## config.mk

```make
export PLATFORM = sky130hd
export DESIGN_NAME = sudoku_puzzle_feeder
export DESIGN_NICKNAME = d
export VERILOG_FILES = /design/src/rtl/sudoku_puzzle_feeder.sv
export SDC_FILE = /design/constraint.sdc
export NUM_CORES = 2
export LEC_CHECK = 0
export BUFFER_PORTS_ARGS = -buffer_cell sky130_fd_sc_hd__buf_2
export CORE_MARGIN = 5
export CORE_UTILIZATION = 60
export DETAILED_ROUTE_END_ITERATION = 7
export GPL_TIMING_DRIVEN = 0
export PLACE_DENSITY_LB_ADDON = 0.1
export SLEW_MARGIN = 20
export SYNTH_ARGS = -nofsm -noshare
export SYNTH_HDL_FRONTEND = slang
export SYNTH_SLANG_ARGS = --single-unit
```

## constraint.sdc

```tcl
create_clock -name clk -period 10.55 [get_ports clk]
set_input_delay 1.055 -clock clk [delete_from_list [all_inputs] [get_ports clk]]
set_output_delay 1.055 -clock clk [all_outputs]
set_load 0.005 [all_outputs]
```

## src/rtl/sudoku_puzzle_feeder.sv

```systemverilog
// Row-stream to puzzle assembler with a small FIFO of complete puzzles for sudoku_core.
// Rows are sanitised (A..F -> 0), framed on row_last, and committed on row 8.
module sudoku_puzzle_feeder #(
  parameter int DEPTH = 2,
  parameter int CNT_W = 16
) (
  input  logic              clk,
  input  logic              rst_n,
  input  logic              row_valid,
  input  logic [35:0]       row_data,
  input  logic              row_last,
  output logic              row_ready,
  input  logic              ans_space,
  output logic              puzzle_avail,
  output logic [323:0]      puzzle_data,
  input  logic              read_puzzle,
  output logic [2:0]        fill_cnt,
  output logic              frame_err,
  output logic              cell_err,
  output logic [CNT_W-1:0]  puzzles_loaded
);

  localparam int PTR_W   = (DEPTH > 1) ? $clog2(DEPTH) : 1;
  localparam int ENTRIES = 1 << PTR_W;
  localparam logic [PTR_W-1:0] PTR_LAST = PTR_W'(DEPTH - 1);
  localparam logic [2:0] FULL = 3'(DEPTH);

  logic [3:0]       row_cnt;
  logic [323:0]     asm_q;
  logic [323:0]     pz_buf [ENTRIES];
  logic [PTR_W-1:0] rd_ptr, wr_ptr;

  logic [35:0] clean_row;
  logic        bad_cell;
  logic        last_exp, frame_ok, accept, commit, pop;

  function automatic logic [PTR_W-1:0] ptr_inc(input logic [PTR_W-1:0] p);
    return (p == PTR_LAST) ? '0 : p + 1'b1;
  endfunction

  always_comb begin
    clean_row = row_data;
    bad_cell  = 1'b0;
    for (int i = 0; i < 9; i++) begin
      if (row_data[4*i +: 4] > 4'd9) begin
        clean_row[4*i +: 4] = 4'd0;
        bad_cell            = 1'b1;
      end
    end
  end

  // Stall depends only on registered state, so a same-cycle pop cannot release it.
  assign row_ready    = !(row_cnt == 4'd8 && fill_cnt == FULL);
  assign last_exp     = (row_cnt == 4'd8);
  assign frame_ok     = (row_last == last_exp);
  assign accept       = row_valid && row_ready;
  assign commit       = accept && frame_ok && last_exp;
  assign pop          = read_puzzle && (fill_cnt != 3'd0);
  assign puzzle_avail = (fill_cnt != 3'd0) && ans_space;
  assign puzzle_data  = (fill_cnt != 3'd0) ? pz_buf[rd_ptr] : '0;

  always_ff @(posedge clk or negedge rst_n) begin
    if (!rst_n) begin
      row_cnt        <= '0;
      asm_q          <= '0;
      for (int i = 0; i < ENTRIES; i++) pz_buf[i] <= '0;
      rd_ptr         <= '0;
      wr_ptr         <= '0;
      fill_cnt       <= '0;
      frame_err      <= 1'b0;
      cell_err       <= 1'b0;
      puzzles_loaded <= '0;
    end else begin
      frame_err <= accept && !frame_ok;
      cell_err  <= accept && bad_cell;

      if (accept) begin
        if (!frame_ok || last_exp) begin
          row_cnt <= '0;
          asm_q   <= '0;
        end else begin
          asm_q[(8 - int'(row_cnt))*36 +: 36] <= clean_row;
          row_cnt <= row_cnt + 4'd1;
        end
      end

      if (pop) begin
        pz_buf[rd_ptr] <= '0;
        rd_ptr         <= ptr_inc(rd_ptr);
      end

      // wr_ptr never equals rd_ptr when commit and pop coincide (fill is neither 0 nor full).
      if (commit) begin
        pz_buf[wr_ptr] <= {asm_q[323:36], clean_row};
        wr_ptr         <= ptr_inc(wr_ptr);
        puzzles_loaded <= puzzles_loaded + 1'b1;
      end

      case ({commit, pop})
        2'b10:   fill_cnt <= fill_cnt + 3'd1;
        2'b01:   fill_cnt <= fill_cnt - 3'd1;
        default: fill_cnt <= fill_cnt;
      endcase
    end
  end

endmodule

```

# After elaboration in Yosys (flattened, before gate mapping)
# Cells that the tools add are included.
# totals
input_bits	42
register_bits	999
out_inout_bits	347
# classes
multipliers	1
bitwise_logic	4
n_addsub	8
shifts	2
reduce_logical	15
mux	35
order_cmp	13
n_eq_ne	5
# op_table
cell	n
two-way mux 324 bit	7
two-way mux 648 bit	2
AND 648 bit	1
bitwise mux 648 bit	1
demux 324 bit (select 1 bit)	2
NOT 648 bit	1
bitwise mux 324 bit	1
variable shift 36 x 33 -> 324 bit (first input constant)	1
indexed part select 36 x 33 -> 324 bit	1
two-way mux 4 bit	10
> comparator 4 bit (second input constant)	9
negation 12 -> 33 bit	1
adder 16 x 1 -> 16 bit (second input constant)	1
two-way mux 1 bit	11
logical AND 1 bit	10
multiplier 5 x 5 -> 10 bit (second input constant)	1
one-hot mux 3 bit (2 select lines)	1
subtractor 4 x 4 -> 5 bit (first input constant)	1
adder 4 x 1 -> 4 bit (second input constant)	1
== test 4 bit (second input constant)	1
greater-or-equal comparator 2 bit (second input constant)	2
< comparator 2 x 1 -> 1 bit (second input constant)	2
NOT 1 -> 2 bit	2
adder 3 x 1 -> 3 bit (second input constant)	1
10 further kinds	12

# Logic depth before layout (Yosys ltp)
# logic_depth
depth_word	11
depth_mapped	31
mapped_depth_nobuf	23

# Worst setup path after synthesis
# Ideal clock, no wire load.
# synth_path
path_kind	register to register
start	register row_cnt[0]
end	register asm_q[264]
path_buffers	7
arrival_ps	7400
slack_ps	3027
path_stages_with_launch	29
setup_ps	123
t_required_ps	10427
cell_sequence	dfrtp_1 -> clkbuf_1 -> inv_1 -> clkbuf_1 -> clkbuf_1 -> ha_1 -> buf_2 -> buf_1 -> inv_1 -> xnor2_1 -> ha_1 -> inv_1 -> fa_1 -> nor3b_2 -> mux2_2 -> o21ai_0 -> nor4bb_1 -> inv_1 -> ha_1 -> or4_1 -> nor3_2 -> nand3_1 -> a2111o_1 -> buf_2 -> o31a_1 -> or4_1 -> buf_2 -> nand3_1 -> o21ai_1
# synth_via
elab_chain_len	6
word_cells_on_any_way	14
cone_classes	add/sub (2); mul (1); eq/ne (2); shift (2); mux (2); reduce/logical (5)
# synth_lines
item	line	rtl
start: declaration	28	logic [3:0] row_cnt;
start signal: assignment	83	row_cnt <= row_cnt + 4'd1;
subtractor 4 x 4 -> 5 bit	82	asm_q[(8 - int'(row_cnt))*36 +: 36] <= clean_row;
multiplier 5 x 5 -> 10 bit	82	
negation 12 -> 33 bit	82	
indexed part select 36 x 33 -> 324 bit / variable shift 36 x 33 -> 324 bit (equally long branches)	82	
bitwise mux 324 bit	82	
two-way mux 324 bit	78	if (!frame_ok || last_exp) begin
end signal: indexed assignment	82	
end: declaration	29	logic [323:0] asm_q;
# Parallel ways exist; a longest one is shown, timed or not.
# A chain may end at the register's enable or synchronous reset.

# Worst setup path after layout
# layout_path
start	register row_cnt[0]
end	register asm_q[223]
# Same word-level chain as after synthesis.

==> key figures <==
Global routing
  • Vias in the first global route: around 44000
  • Gr usage total: around 45%
  • Met2 Use GR: about two thirds
  • Met3 usage: about 14%
  • First-pass GRT wire length: roughly 290000 µm
  • Largest net degree at the start of global routing: around 150
  • Congestion Overflow GR: 0
  • Initial antenna violation count: 18
  • Met1 Use GR: about 59%
  • Layer with the highest usage: met2

Worst setup path
  • CP Class: flip-flop to flip-flop
  • Worst r2r src: row_cnt[0]$_DFFE_PN0P_
  • Top cell by count, worst path: clkbuf_1
  • Slowest library cell on the worst path: fa_1
  • Worst-path fanout max: 10
  • Setup crit end kind: flip-flop
  • Reg2reg end: asm_q[223]$_DFFE_PN0P_
  • R2R cell count: 26
  • R2r setup slk: around 0.55 ns
  • Startpoint Class: flip-flop
  • CP peak stage delay: approximately 0.77 ns
  • CP arrival: 10.59 ns
  • Worst EP required: about 11 ns

Power
  • Pwr Density: 207 nW/µm²
  • P_sw: roughly 4600 µW
  • Combinational fraction of design power: about 33%
  • Sequential share of power: roughly 36%
  • Internal Power: 6900 µW
  • Clock power frac: 31.9%
  • Worst VDD drop: between 0.1 and 0.15 mV
  • Switching part of the total: about two fifths
  • Static leakage: around 0.029 µW

Drt
  • Via/cell ratio: 6.52
  • DRT iter0 DRCs: between 5000 and 6000
  • Final ANT Viol Nets: 0
  • Via count: 46700
  • Drt pass-1 iters: 8
  • Drt drc: 0
  • Drt wl/cell: approximately 28 µm
  • WL final: 199000 µm

Timing
  • Setup_tns: 0 ns
  • Max Clock Freq: ~100 MHz
  • Final setup skew: about 0.038 ns
  • Max-slew violation count: 0
  • Unrepaired setup endpoints after global routing: false
  • Period utilisation layout: ~95%
  • Hold Vio Cnt, Final: 0
  • Setup violators final: 0
  • Min Tclk post-route: between 10 and 15 ns
  • Actual slew at the worst max-slew pin: about 1.3 ns
  • Slew margin rel.: about 12%

Floorplan
  • Core ar.: between 80000 and 90000 µm²
  • Row count: ~100
  • Die area: about 86000 µm²
  • Die W: about 290 µm
  • Initial core utilization: about three fifths
  • Die Ht: a little under 300 µm
  • I/O Pins: a little under 400

Min path
  • Hold WC Path Type: input pin to asynchronous set/reset pin

CTS
  • TritonCTS Buffers: just under 100
  • Clk pin slew, worst setup/hold paths: about 0.06 ns
  • Clk buf depth: 3
  • Root Buffer: clkbuf_16
  • CTS sink count: 963
  • Clk Latency, worst-skew pair: approximately 0.7 ns
  • CTS tree: done
  • Clock H-tree levels: 3

Cells and area
  • Final non-filler cell total: roughly 7200
  • Final Cell Area: between 50000 and 60000 µm²
  • Area added between synthesis and finish: 15.0%
  • Fin nets: about 6000
  • Proportion of layout cells with a drive suffix above 1: 12.2%

Synth
  • Total number of yosys warnings: 0
  • Top cells by area, synth: dfrtp_1 (50%), nand2_1 (12%), mux2i_1 (8.8%)
  • Leading register cell type out of synthesis: dfrtp_1
  • Yosys top cell area share: 49.9%
  • Mapped Cells: around 5500
  • Top post-synthesis cells by count: nand2_1 (1493), dfrtp_1 (963), nand3_1 (726)
  • Sequential-to-total area share from yosys stat: between 40 and 50%
  • Synth Area per Inst: between 8 and 9 µm²
  • #FFs+latches synth: between 900 and 1000
  • Netlist cell types: 91
  • Number of synthesized flops with an enable pin: 0
  • Net Count, Synth: ~5600
  • Ys async rst share: between 90% and 100%
  • Area leader, netlist: dfrtp_1
  • Most common cell in the netlist: nand2_1
  • Synthesized area: between 40000 and 50000 µm²

Place
  • I/O Buffers: between 300 and 400
  • RePlAce Congestion: 1.08
  • DP Cell Count: 6969
  • Cell Area, Placed: around 52000 µm²
  • HPWL after DPL: between 100000 and 150000 µm

Job
  • Max-Cap Viols: 0

Outcome
  • Status: completed
[cells in the final DEF, fill, tap and decap left out, types with 75 or more instances in the layout]
master | synthesis | routed
o21ai_0 | 291 | 289
mux2i_1 | 425 | 424
clkbuf_1 | 294 | 310
dfrtp_1 | 963 | 963
nand3_1 | 726 | 726
buf_2 | 54 | 442
o22ai_1 | 78 | 75
nand2_1 | 1493 | 1493
clkbuf_16 | 0 | 99
nor2_1 | 425 | 420
[metrics by stage]
step	hold slack, ns	utilization (%)	total power (µW)	worst slack [ns]
2_1_floorplan	0.460	-	6070	3.03
3_3_place_gp	0.462	64.4	7550	-11.79
3_5_place_dp	0.470	65.0	7640	0.156
4_1_cts	0.330	69.2	11200	0.0892
5_1_grt	0.342	69.3	11700	0.169
6_report	0.305	69.3	11500	0.549
[critical path, delay by kind of cell, from the launching register on]
family | cells | cell delay (ns)
multiplexers | 2 | 0.53
flip-flops | 1 | 0.44
adder cells (fa/ha/maj) | 3 | 1.30
buffers and inverters | 10 | 3.53
AND/OR/NAND/NOR | 7 | 2.23
AO/OA/AOI/OAI | 4 | 1.86
[routing by layer]
layer | share of wire [%] | wire (µm)
met5 | 0.029 | 57
met4 | 7.2 | 14200
met3 | 12 | 24800
met2 | 43 | 85900
met1 | 37 | 74000
[how the worst max path moves through the flow]
| stage | start | end | slack [ns] | cells past startpoint |
|---|---|---|---|---|
| final | row_cnt[0]$_DFFE_PN0P_ | asm_q[223]$_DFFE_PN0P_ | 0.55 | 26 |
| after detailed placement | row_cnt[0]$_DFFE_PN0P_ | asm_q[46]$_DFFE_PN0P_ | 0.16 | 27 |
| after floorplan | row_cnt[0]$_DFFE_PN0P_ | asm_q[264]$_DFFE_PN0P_ | 3.03 | 28 |
| after CTS | row_cnt[0]$_DFFE_PN0P_ | asm_q[45]$_DFFE_PN0P_ | 0.09 | 27 |
| after global placement | rst_n | pz_buf[216]$_DFF_PN0_ | -11.79 | 1 |
| after global routing | row_cnt[0]$_DFFE_PN0P_ | asm_q[45]$_DFFE_PN0P_ | 0.17 | 25 |
[cell type report]
type                       count  area (µm²)
buffer                       416        1650
clock buffer                 142        2880
timing repair buffer         411        2340
multi-input combinational   4083       22600
sequential                   963       24100
inverter                      36         135
tap                         1060        1330
fill                        6107       24600
clock inverter                36         505
antenna                       25        62.6
[logic make-up after synthesis]
group | Yosys count | synth area share, %
and+or+nand+nor | 2871 | 25.8
xor gates and xnor gates | 28 | 0.508
AOI/OAI and AO/OA | 700 | 9.45
DFF | 963 | 49.9
adders and majority gates | 17 | 0.471
muxes | 467 | 10.2
buffers and inverters | 452 | 3.67
[power groups by stage]
stage	clock network [µW]	logic, µW	registers, µW
floorplan	0	2030	4040
global placement	0	3410	4130
detailed placement	0	3500	4140
CTS	3650	3530	4070
global route	3800	3780	4100
finish	3660	3740	4090
[flip-flops by register name, summed over array words and instances, names as in the netlist]
signal          flops
asm_q             288
puzzles_loaded     16
wr_ptr              1
fill_cnt            3
cell_err            1
rd_ptr              1
frame_err           1
pz_buf            648
row_cnt             4
[timing repair]
action / 4_1_cts / 5_1_grt
endpoints found under the setup margin: 0 / 160
setup buffers: 0 / 0
hold buffers: 0 / 0
resized for setup: 0 / 6
No activity file was read; power rests on OpenSTA's default activity.
